## config.mk

```make
export PLATFORM = sky130hd
export DESIGN_NAME = imem_loader
export DESIGN_NICKNAME = d
export VERILOG_FILES = /design/src/rtl/imem_loader_pkg.sv /design/src/rtl/imem_loader_timeout.sv /design/src/rtl/imem_loader.sv
export SDC_FILE = /design/constraint.sdc
export NUM_CORES = 1
export LEC_CHECK = 0
export CORE_MARGIN = 2
export CORE_UTILIZATION = 30
export CTS_BUF_LIST = sky130_fd_sc_hd__clkbuf_4
export DETAILED_ROUTE_END_ITERATION = 6
export GPL_ROUTABILITY_DRIVEN = 0
export PLACE_DENSITY = 0.48
export SLEW_MARGIN = 15
export SYNTH_ARGS = -nofsm -noshare
export SYNTH_HDL_FRONTEND = slang
export SYNTH_SLANG_ARGS = --single-unit
```

## constraint.sdc

```tcl
create_clock -name clk -period 4.5 [get_ports clk]
set_clock_uncertainty 0.2 [all_clocks]
set_input_delay 0.675 -clock clk [delete_from_list [all_inputs] [get_ports clk]]
set_output_delay 0.675 -clock clk [all_outputs]
set_load 0.005 [all_outputs]
```

## src/rtl/imem_loader_pkg.sv

```systemverilog
// Shared types and constants for the serial instruction-memory loader.
package imem_loader_pkg;

  localparam int         PC_W      = 16;
  localparam logic [7:0] SYNC_BYTE = 8'hA5;

  typedef enum logic [2:0] {
    IDLE,
    ADDR_H,
    ADDR_L,
    CNT_H,
    CNT_L,
    DATA_H,
    DATA_L,
    CSUM
  } state_e;

endpackage

```

## src/rtl/imem_loader_timeout.sv

```systemverilog
// Inter-byte watchdog: a loadable down-counter that flags expiry after
// TIMEOUT_CYC consecutive enabled cycles without a clear.
module imem_loader_timeout #(
  parameter int TIMEOUT_CYC = 100000
) (
  input  logic clk,
  input  logic reset,
  input  logic clear_i,
  input  logic en_i,
  output logic expired_o
);

  localparam int               CNT_W    = (TIMEOUT_CYC > 1) ? $clog2(TIMEOUT_CYC) : 1;
  localparam logic [CNT_W-1:0] LOAD_VAL = CNT_W'(TIMEOUT_CYC - 1);

  logic [CNT_W-1:0] cnt_q;

  // A clear in the expiry cycle wins, so a late byte is still accepted.
  assign expired_o = en_i && !clear_i && (cnt_q == '0);

  // NOTE: non-blocking assignments so every register samples pre-edge values.
  always_ff @(posedge clk) begin
    if (reset || clear_i) begin
      cnt_q <= LOAD_VAL;
    end else if (en_i && (cnt_q != '0)) begin
      cnt_q <= cnt_q - CNT_W'(1);
    end
  end

endmodule

```

## src/rtl/imem_loader.sv

```systemverilog
// Parses framed load commands from the UART byte stream and writes 16-bit
// words into instruction memory, holding the CPU while a frame is in flight.
module imem_loader
  import imem_loader_pkg::*;
#(
  parameter int              DEPTH       = 4096,
  parameter logic [PC_W-1:0] RESET_PC    = 16'd100,
  parameter int              TIMEOUT_CYC = 100000
) (
  input  logic            clk,
  input  logic            reset,
  input  logic [7:0]      rx_data,
  input  logic            rx_valid,
  output logic            load_busy,
  output logic            wr_en,
  output logic [PC_W-1:0] wr_addr,
  output logic [PC_W-1:0] wr_data,
  output logic            load_done,
  output logic            load_err,
  output logic [PC_W-1:0] boot_pc
);

  state_e          state_q;
  logic [PC_W-1:0] start_q, addr_q, cnt_q;
  logic [PC_W-1:0] wr_addr_q, wr_data_q, boot_pc_q;
  logic [7:0]      hi_q, csum_q;
  logic            load_busy_q, wr_en_q, load_done_q, load_err_q;
  logic            tmo_expired;

  logic [16:0]     end_d;
  logic            range_bad_d, cnt_zero_d;

  imem_loader_timeout #(
    .TIMEOUT_CYC(TIMEOUT_CYC)
  ) u_timeout (
    .clk      (clk),
    .reset    (reset),
    .clear_i  (rx_valid || (state_q == IDLE)),
    .en_i     (state_q != IDLE),
    .expired_o(tmo_expired)
  );

  // Range check uses the count formed from CNT_H and the CNT_L byte on the bus.
  assign end_d       = {1'b0, start_q} + {1'b0, cnt_q[15:8], rx_data};
  assign range_bad_d = end_d > 17'(DEPTH);
  assign cnt_zero_d  = ({cnt_q[15:8], rx_data} == '0);

  always_ff @(posedge clk) begin
    if (reset) begin
      state_q     <= IDLE;
      start_q     <= '0;
      addr_q      <= '0;
      cnt_q       <= '0;
      hi_q        <= '0;
      csum_q      <= '0;
      wr_addr_q   <= '0;
      wr_data_q   <= '0;
      boot_pc_q   <= RESET_PC;
      load_busy_q <= 1'b0;
      wr_en_q     <= 1'b0;
      load_done_q <= 1'b0;
      load_err_q  <= 1'b0;
    end else begin
      wr_en_q     <= 1'b0;
      load_done_q <= 1'b0;
      load_err_q  <= 1'b0;
      if (rx_valid) begin
        if (state_q != IDLE && state_q != CSUM) csum_q <= csum_q + rx_data;
        case (state_q)
          IDLE: if (rx_data == SYNC_BYTE) begin
            state_q     <= ADDR_H;
            csum_q      <= '0;
            load_busy_q <= 1'b1;
          end
          ADDR_H: begin start_q[15:8] <= rx_data; state_q <= ADDR_L; end
          ADDR_L: begin start_q[7:0]  <= rx_data; state_q <= CNT_H;  end
          CNT_H:  begin cnt_q[15:8]   <= rx_data; state_q <= CNT_L;  end
          CNT_L: begin
            if (range_bad_d) begin
              state_q     <= IDLE;
              load_busy_q <= 1'b0;
              load_err_q  <= 1'b1;
            end else begin
              cnt_q[7:0] <= rx_data;
              addr_q     <= start_q;
              state_q    <= cnt_zero_d ? CSUM : DATA_H;
            end
          end
          DATA_H: begin hi_q <= rx_data; state_q <= DATA_L; end
          DATA_L: begin
            wr_en_q   <= 1'b1;
            wr_addr_q <= addr_q;
            wr_data_q <= {hi_q, rx_data};
            addr_q    <= addr_q + 16'd1;
            cnt_q     <= cnt_q - 16'd1;
            state_q   <= (cnt_q == 16'd1) ? CSUM : DATA_H;
          end
          CSUM: begin
            state_q     <= IDLE;
            load_busy_q <= 1'b0;
            if (rx_data == csum_q) begin
              load_done_q <= 1'b1;
              boot_pc_q   <= start_q;
            end else begin
              load_err_q  <= 1'b1;
            end
          end
          default: begin state_q <= IDLE; load_busy_q <= 1'b0; end
        endcase
      end else if (tmo_expired) begin
        state_q     <= IDLE;
        load_busy_q <= 1'b0;
        load_err_q  <= 1'b1;
      end
    end
  end

  assign load_busy = load_busy_q;
  assign wr_en     = wr_en_q;
  assign wr_addr   = wr_addr_q;
  assign wr_data   = wr_data_q;
  assign load_done = load_done_q;
  assign load_err  = load_err_q;
  assign boot_pc   = boot_pc_q;

endmodule

```

## Word-level counts from Yosys, hierarchy flattened

Index checks and enable logic that the tools add are counted.

- Memories kept: 0
- Latch bits: 0
- Output and inout bits: 52
- Bits in read-only memories: 0
- Bits in writable memories: 0
- Input bits: 11
- Word-level logic and storage cells: 92
- Bits in registers: 136

- Add/subtract/negate cells: 5
- Equality and inequality tests: 15
- Shifts and indexed selects: 0
- Bitwise gates (word level): 2
- Reduce and logical (&&, ||, !) cells: 26
- Div/mod/pow operators: 0
- Multiply operators: 0
- Multiplexer cells: 27
- Magnitude comparators: 1

Operator list:

| cell | count |
|---|---|
| two-way mux 8 bit | 4 |
| one-hot mux 16 bit (2 select lines) | 1 |
| one-hot mux 8 bit (2 select lines) | 2 |
| one-hot mux 3 bit (8 select lines) | 1 |
| adder 16 x 16 -> 17 bit | 1 |
| > comparator 17 x 13 -> 1 bit, second input constant | 1 |
| zero test 17 bit | 1 |
| nonzero test 17 bit | 1 |
| subtractor 17 x 1 -> 17 bit, second input constant | 1 |
| adder 16 x 1 -> 16 bit, second input constant | 1 |
| == test 16 x 1 -> 1 bit, second input constant | 1 |
| zero test 16 bit | 1 |
| two-way mux 16 bit | 1 |
| subtractor 16 x 1 -> 16 bit, second input constant | 1 |
| == test 3 bit, second input constant | 4 |
| two-way mux 3 bit | 4 |
| AND reduction 2 bit | 6 |
| two-way mux 1 bit | 10 |
| adder 8 bit | 1 |
| == test 8 bit | 1 |
| == test 8 bit, second input constant | 1 |
| == test 3 x 2 -> 1 bit, second input constant | 2 |
| != test 3 bit, second input constant | 2 |
| AND reduction 3 bit | 2 |
| 17 further kinds | 25 |

## Logic depth before layout (Yosys ltp)

- Word-level depth: 7
- Mapped depth: 12
- Depth with buffers taken out: 10

## Hierarchy

From an unflattened synthesis, not the netlist that was laid out.

- Cells, all modules: 930
- Area total of the unflattened synthesis: 7,319.5 um2

Modules (own cells, without submodules):

| module | area each (um2) | cells each | sequential area each (um2) | instances |
|---|---|---|---|---|
| imem_loader | 6,388.6 | 820 | 2,382.3 | 1 |
| imem_loader_timeout | 930.9 | 110 | 340.3 | 1 |

## Worst setup path after synthesis

No wires, ideal clock.

- Kind: input port to flip-flop
- Start point: input rx_data[3]
- End point: register addr_q[15]
- Cell stages on the path: 9
- Data required time: 4,178 ps
- Path slack: 603 ps
- Arrival: 3,575 ps
- Cell sequence: ha_1 > a21o_1 > a22o_4 > a211o_1 > a2111o_1 > or4_4 > a211oi_4 > o21ai_4 > a311o_1

- Word-level cells in the longest chain between the ends: 4

RTL lines:

| item | line | RTL |
|---|---|---|
| start, declared | imem_loader.sv:12 | `input logic [7:0] rx_data,` |
| adder 16 x 16 -> 17 bit | imem_loader.sv:44 | `assign end_d = {1'b0, start_q} + {1'b0, cnt_q[15:8], rx_data};` |
| > comparator 17 x 13 -> 1 bit | imem_loader.sv:45 | `assign range_bad_d = end_d > 17'(DEPTH);` |
| != test 2 bit (no source line) | -- |  |
| AND reduction 3 bit (no source line) | -- |  |
| end signal, assigned | imem_loader.sv:85 | `addr_q <= start_q;` |
| end signal, assigned | imem_loader.sv:94 | `addr_q <= addr_q + 16'd1;` |
| end, declared | imem_loader.sv:24 | `logic [PC_W-1:0] start_q, addr_q, cnt_q;` |

Every way passes these cells.
A chain may end at the register's enable or synchronous reset.

## Worst setup path in the final report

- Start point: input rx_data[6]
- End point: register addr_q[7]

The elaborated chain is that of the path after synthesis.

==> summary.md <==
| Metric | Value |
|---|---|
| Slew Viols, Final | 0 |
| CP Capture Type | register |
| Nets@finish | just under 1000 |
| Slew headroom | about two fifths |
| Share of layout cells above drive strength 1 | about a tenth |
| IO buf count | 62 |
| Total CTS buffers | 17 |
| FF/Latch Area | 2720 um^2 |
| Yosys cell types | 75 |
| EDFF count, synth | 0 |
| First-pass GRT wire length | 34.6 mm |
| Synth warnings | 0 |
| Final setup vio count | 0 |
| GRT overflow | 0 |
| Internal power | 1.58 mW |
| Most frequent cells in the layout | nand2_1 (142), dfxtp_1 (136), nor2_1 (88) |
| CP Launch Type | input pin |
| Largest net degree at the start of global routing | 66 |
| Vias per cell | 5.16 |
| CP max FO | 15 |
| Antenna Nets Post-Route | 0 |
| Post-Synthesis Cells | 881 |
| Initial drt markers | between 300 and 400 |
| Drt total wl | roughly 22 mm |
| Core area | 24100 um^2 |
| DRC Markers | 0 |
| Placed insts | 1256 |
| GRT Total Usage | ~17% |
| Seq pwr share | 55.1% |
| Comb pwr share | 4.7% |
| Hold Fails Final Rpt | 0 |
| Post-DP Area | approximately 8300 um^2 |
| Synth Flop Type | dfxtp_1 |
| Post-layout minimum cycle time | about 4.0 ns |
| Register area share after synthesis | a little under two fifths |
| Post-cts resize count | 0 |
| Worst setup margin | around 0.54 ns |
| Initial antenna violation count | 1 |
| Critical Path Max Stage Delay | 0.55 ns |
| Fmax achieved | about 250 MHz |
| Sw Pwr | a little over 0.6 mW |
| DR WL met3 | roughly 980 um |
| Number of max-cap violations | 0 |
| Met1 WL | ~11 mm |
| WL met2 | 9.61 mm |
| Yosys reg bits | around 140 |
| Multi-input combinational cell area | between 4000 and 5000 um^2 |
| Clock share of power | approximately 40% |
| Vias in the first global route | slightly above 6000 |
| Latest clock arrival within the worst-skew pair | 0.58 ns |
| Worst Tran Pin Value | approximately 0.91 ns |
| Final worst-path cycle share | between 80% and 90% |
| Critical path, cell by cell | clkdlybuf4s50_1 -> ha_1 -> a211oi_1 -> nor2_1 -> o311ai_0 -> a21oi_1 -> o22ai_1 -> a2111oi_4 -> buf_12 -> or3b_2 -> a21oi_1 |
| CTS tree | built |
| Req. time, crit path | between 4 and 5 ns |
| P per Cell Area | between 200 and 300 nW/um^2 |
| CTS clk-pin slew, worst paths | between 0.1 and 0.15 ns |
| Delay-heaviest family, CP | compound AO/OA/AOI/OAI gates |
| Hold slack | 0.261 ns |
| Top routing layer in use | met4 |
| Dpl hpwl | 15.5 mm |
| Root Buffer | clkbuf_4 |
| Crit path arrival time | ~4.3 ns |
| Worst min-delay path class | reg -> reg |
| Async set-reset flop share out of synthesis | 0% |
| Worst path bufs/invs | 2 |
| Critical setup path kind | in -> reg |
| RSZ-0062 raised after global routing | no |
| Postcts setup bufs | 0 |
| CP max-delay cell | clkdlybuf4s50_1 |
| DR pass1 iterations | 5 |
| VDD IR max | between 0.00015 and 0.0002 V |
| Num Clock Sinks | between 100 and 150 |
| Most frequent CP cell | a21oi_1 |
| Post-route design area | 8650 um^2 |
| I/O pins | 63 |
| Synth Net Count | 921 |
| Via Count | between 6000 and 7000 |
| Net Sw Frac | 27.7% |
| CTS max path bufs | 2 |
| Die Ht | ~160 um |
| Die area | between 20000 and 30000 um^2 |
| Row count | 57 |
| LEAKAGE | around 3 nW |
| Fillers | 2577 |
| Status | completed |
| Post-route insts no fill | about 1300 |
| Cell area after synthesis | 7280 um^2 |
| Commonest non-fill, non-tap cell in the layout | nand2_1 |
| Cts-stage hold buffer count | 0 |
| Die W | ~160 um |
| Mean Syn Cell Area | slightly above 8 um^2 |
| Synth-to-Final Area Change | 18.7% |
| Drt wl/cell | 17.1 um |
| Initial core utilization | 30.2% |
| Pre-CTS setup slack | -0.0450 ns |
| H-tree depth | 4 |
[cell type report]
type                            instances  share of cell area [%]
Sequential cell                       136                    31.5
Timing Repair Buffer                  102                    10.8
Antenna cell                            1                  0.0289
Clock buffer                           17                    1.48
Tap cell                              324                    4.69
Multi-Input combinational cell        677                    48.9
Clock inverter                         15                    1.88
Inverter                               17                   0.738
[Yosys cell counts (4+ instances only)]
cell | n | share of area [%]
nand2b_1 | 5 | 0.43
or4_1 | 5 | 0.52
or3_1 | 8 | 0.69
a221oi_1 | 6 | 0.72
or2_2 | 5 | 0.43
a211oi_1 | 9 | 0.93
and3_2 | 4 | 0.41
and2_1 | 4 | 0.34
a31oi_1 | 6 | 0.52
nor2_1 | 88 | 4.5
o31ai_1 | 5 | 0.52
a2111oi_0 | 4 | 0.48
o211ai_1 | 5 | 0.52
nor3_1 | 23 | 1.6
o21a_1 | 5 | 0.52
mux2i_1 | 39 | 5.4
xnor2_1 | 19 | 2.3
clkbuf_8 | 7 | 1.3
and3_1 | 10 | 0.86
a22oi_1 | 16 | 1.6
dfxtp_1 | 136 | 37
nand3_1 | 18 | 1.2
or3b_2 | 4 | 0.48
ha_1 | 27 | 4.6
xor2_1 | 8 | 0.96
nor4_1 | 12 | 1.0
inv_1 | 17 | 0.88
nand2_1 | 142 | 7.3
o32ai_1 | 6 | 0.72
clkbuf_1 | 39 | 2.0
a21oi_1 | 83 | 5.7
o21ai_0 | 25 | 1.7
a21o_1 | 9 | 0.93
nand4_1 | 8 | 0.69
[worst register-to-register path, stage by stage, from the launching register on]
cell      delay (ns)
dfxtp_1         0.40
ha_1            0.24
fa_1            0.43
a211oi_1        0.41
nor2_1          0.11
xnor2_1         0.14
a2111o_1        0.31
or4_4           0.55
a211oi_4        0.22
buf_4           0.21
o21ai_4         0.11
a311o_1         0.40
[flip-flops by register name, summed over array words and instances (netlist names)]
| register | cells |
|---|---|
| u_timeout.cnt_q | 17 |
| boot_pc | 16 |
| wr_en | 1 |
| start_q | 16 |
| load_busy | 1 |
| load_err | 1 |
| wr_addr | 16 |
| load_done | 1 |
| addr_q | 16 |
| cnt_q | 16 |
| csum_q | 8 |
| state_q | 3 |
| hi_q | 8 |
| wr_data | 16 |
[layer usage]
layer,global-route usage (%),up-vias
met3,3.51,28
met4,5.69,0
met1,24.3,3129
li1,-,3336
met2,26.2,153
met5,0,-
[cell families (layout without fill, tap and decap cells)]
group           Yosys count  after routing  share of synthesized area, %
mux                      39             39                          5.36
other cells               0              1                             0
flops                   136            136                          37.4
buf+inv                  68            151                          4.67
fa+ha+maj                29             29                          5.19
xor+xnor                 27             27                          3.25
simple gates            355            355                          22.7
compound gates          227            227                          21.4
[worst paths after layout]
path	startpoint	to	slack, ns	cells after the start
hold reg to reg	wr_addr[10]$_SDFFE_PP0P_	wr_addr[10]$_SDFFE_PP0P_	0.26	2
setup reg to reg	start_q[0]$_SDFFE_PP0P_	addr_q[15]$_SDFFE_PP0P_	0.70	11
hold / removal	wr_addr[10]$_SDFFE_PP0P_	wr_addr[10]$_SDFFE_PP0P_	0.26	2
setup / recovery	rx_data[6]	addr_q[7]$_SDFFE_PP0P_	0.54	11
[metrics by stage]
stage / power, mW / util, % / TNS [ns]
5_1_grt: 2.27 / 35.9 / 0
2_1_floorplan: 1.29 / - / 0
6_report: 2.18 / 35.9 / 0
4_1_cts: 2.21 / 35.8 / 0
3_3_place_gp: 1.33 / 34.6 / -0.0509
3_5_place_dp: 1.33 / 34.6 / -0.0942
[power by group through the flow]
stage	clock (mW)	combinational, mW	sequential, mW
6_report	0.877	0.103	1.20
4_1_cts	0.901	0.103	1.20
3_5_place_dp	0	0.103	1.23
3_3_place_gp	0	0.104	1.23
5_1_grt	0.957	0.112	1.21
2_1_floorplan	0	0.0566	1.23
(Power assumes the default switching activity.)
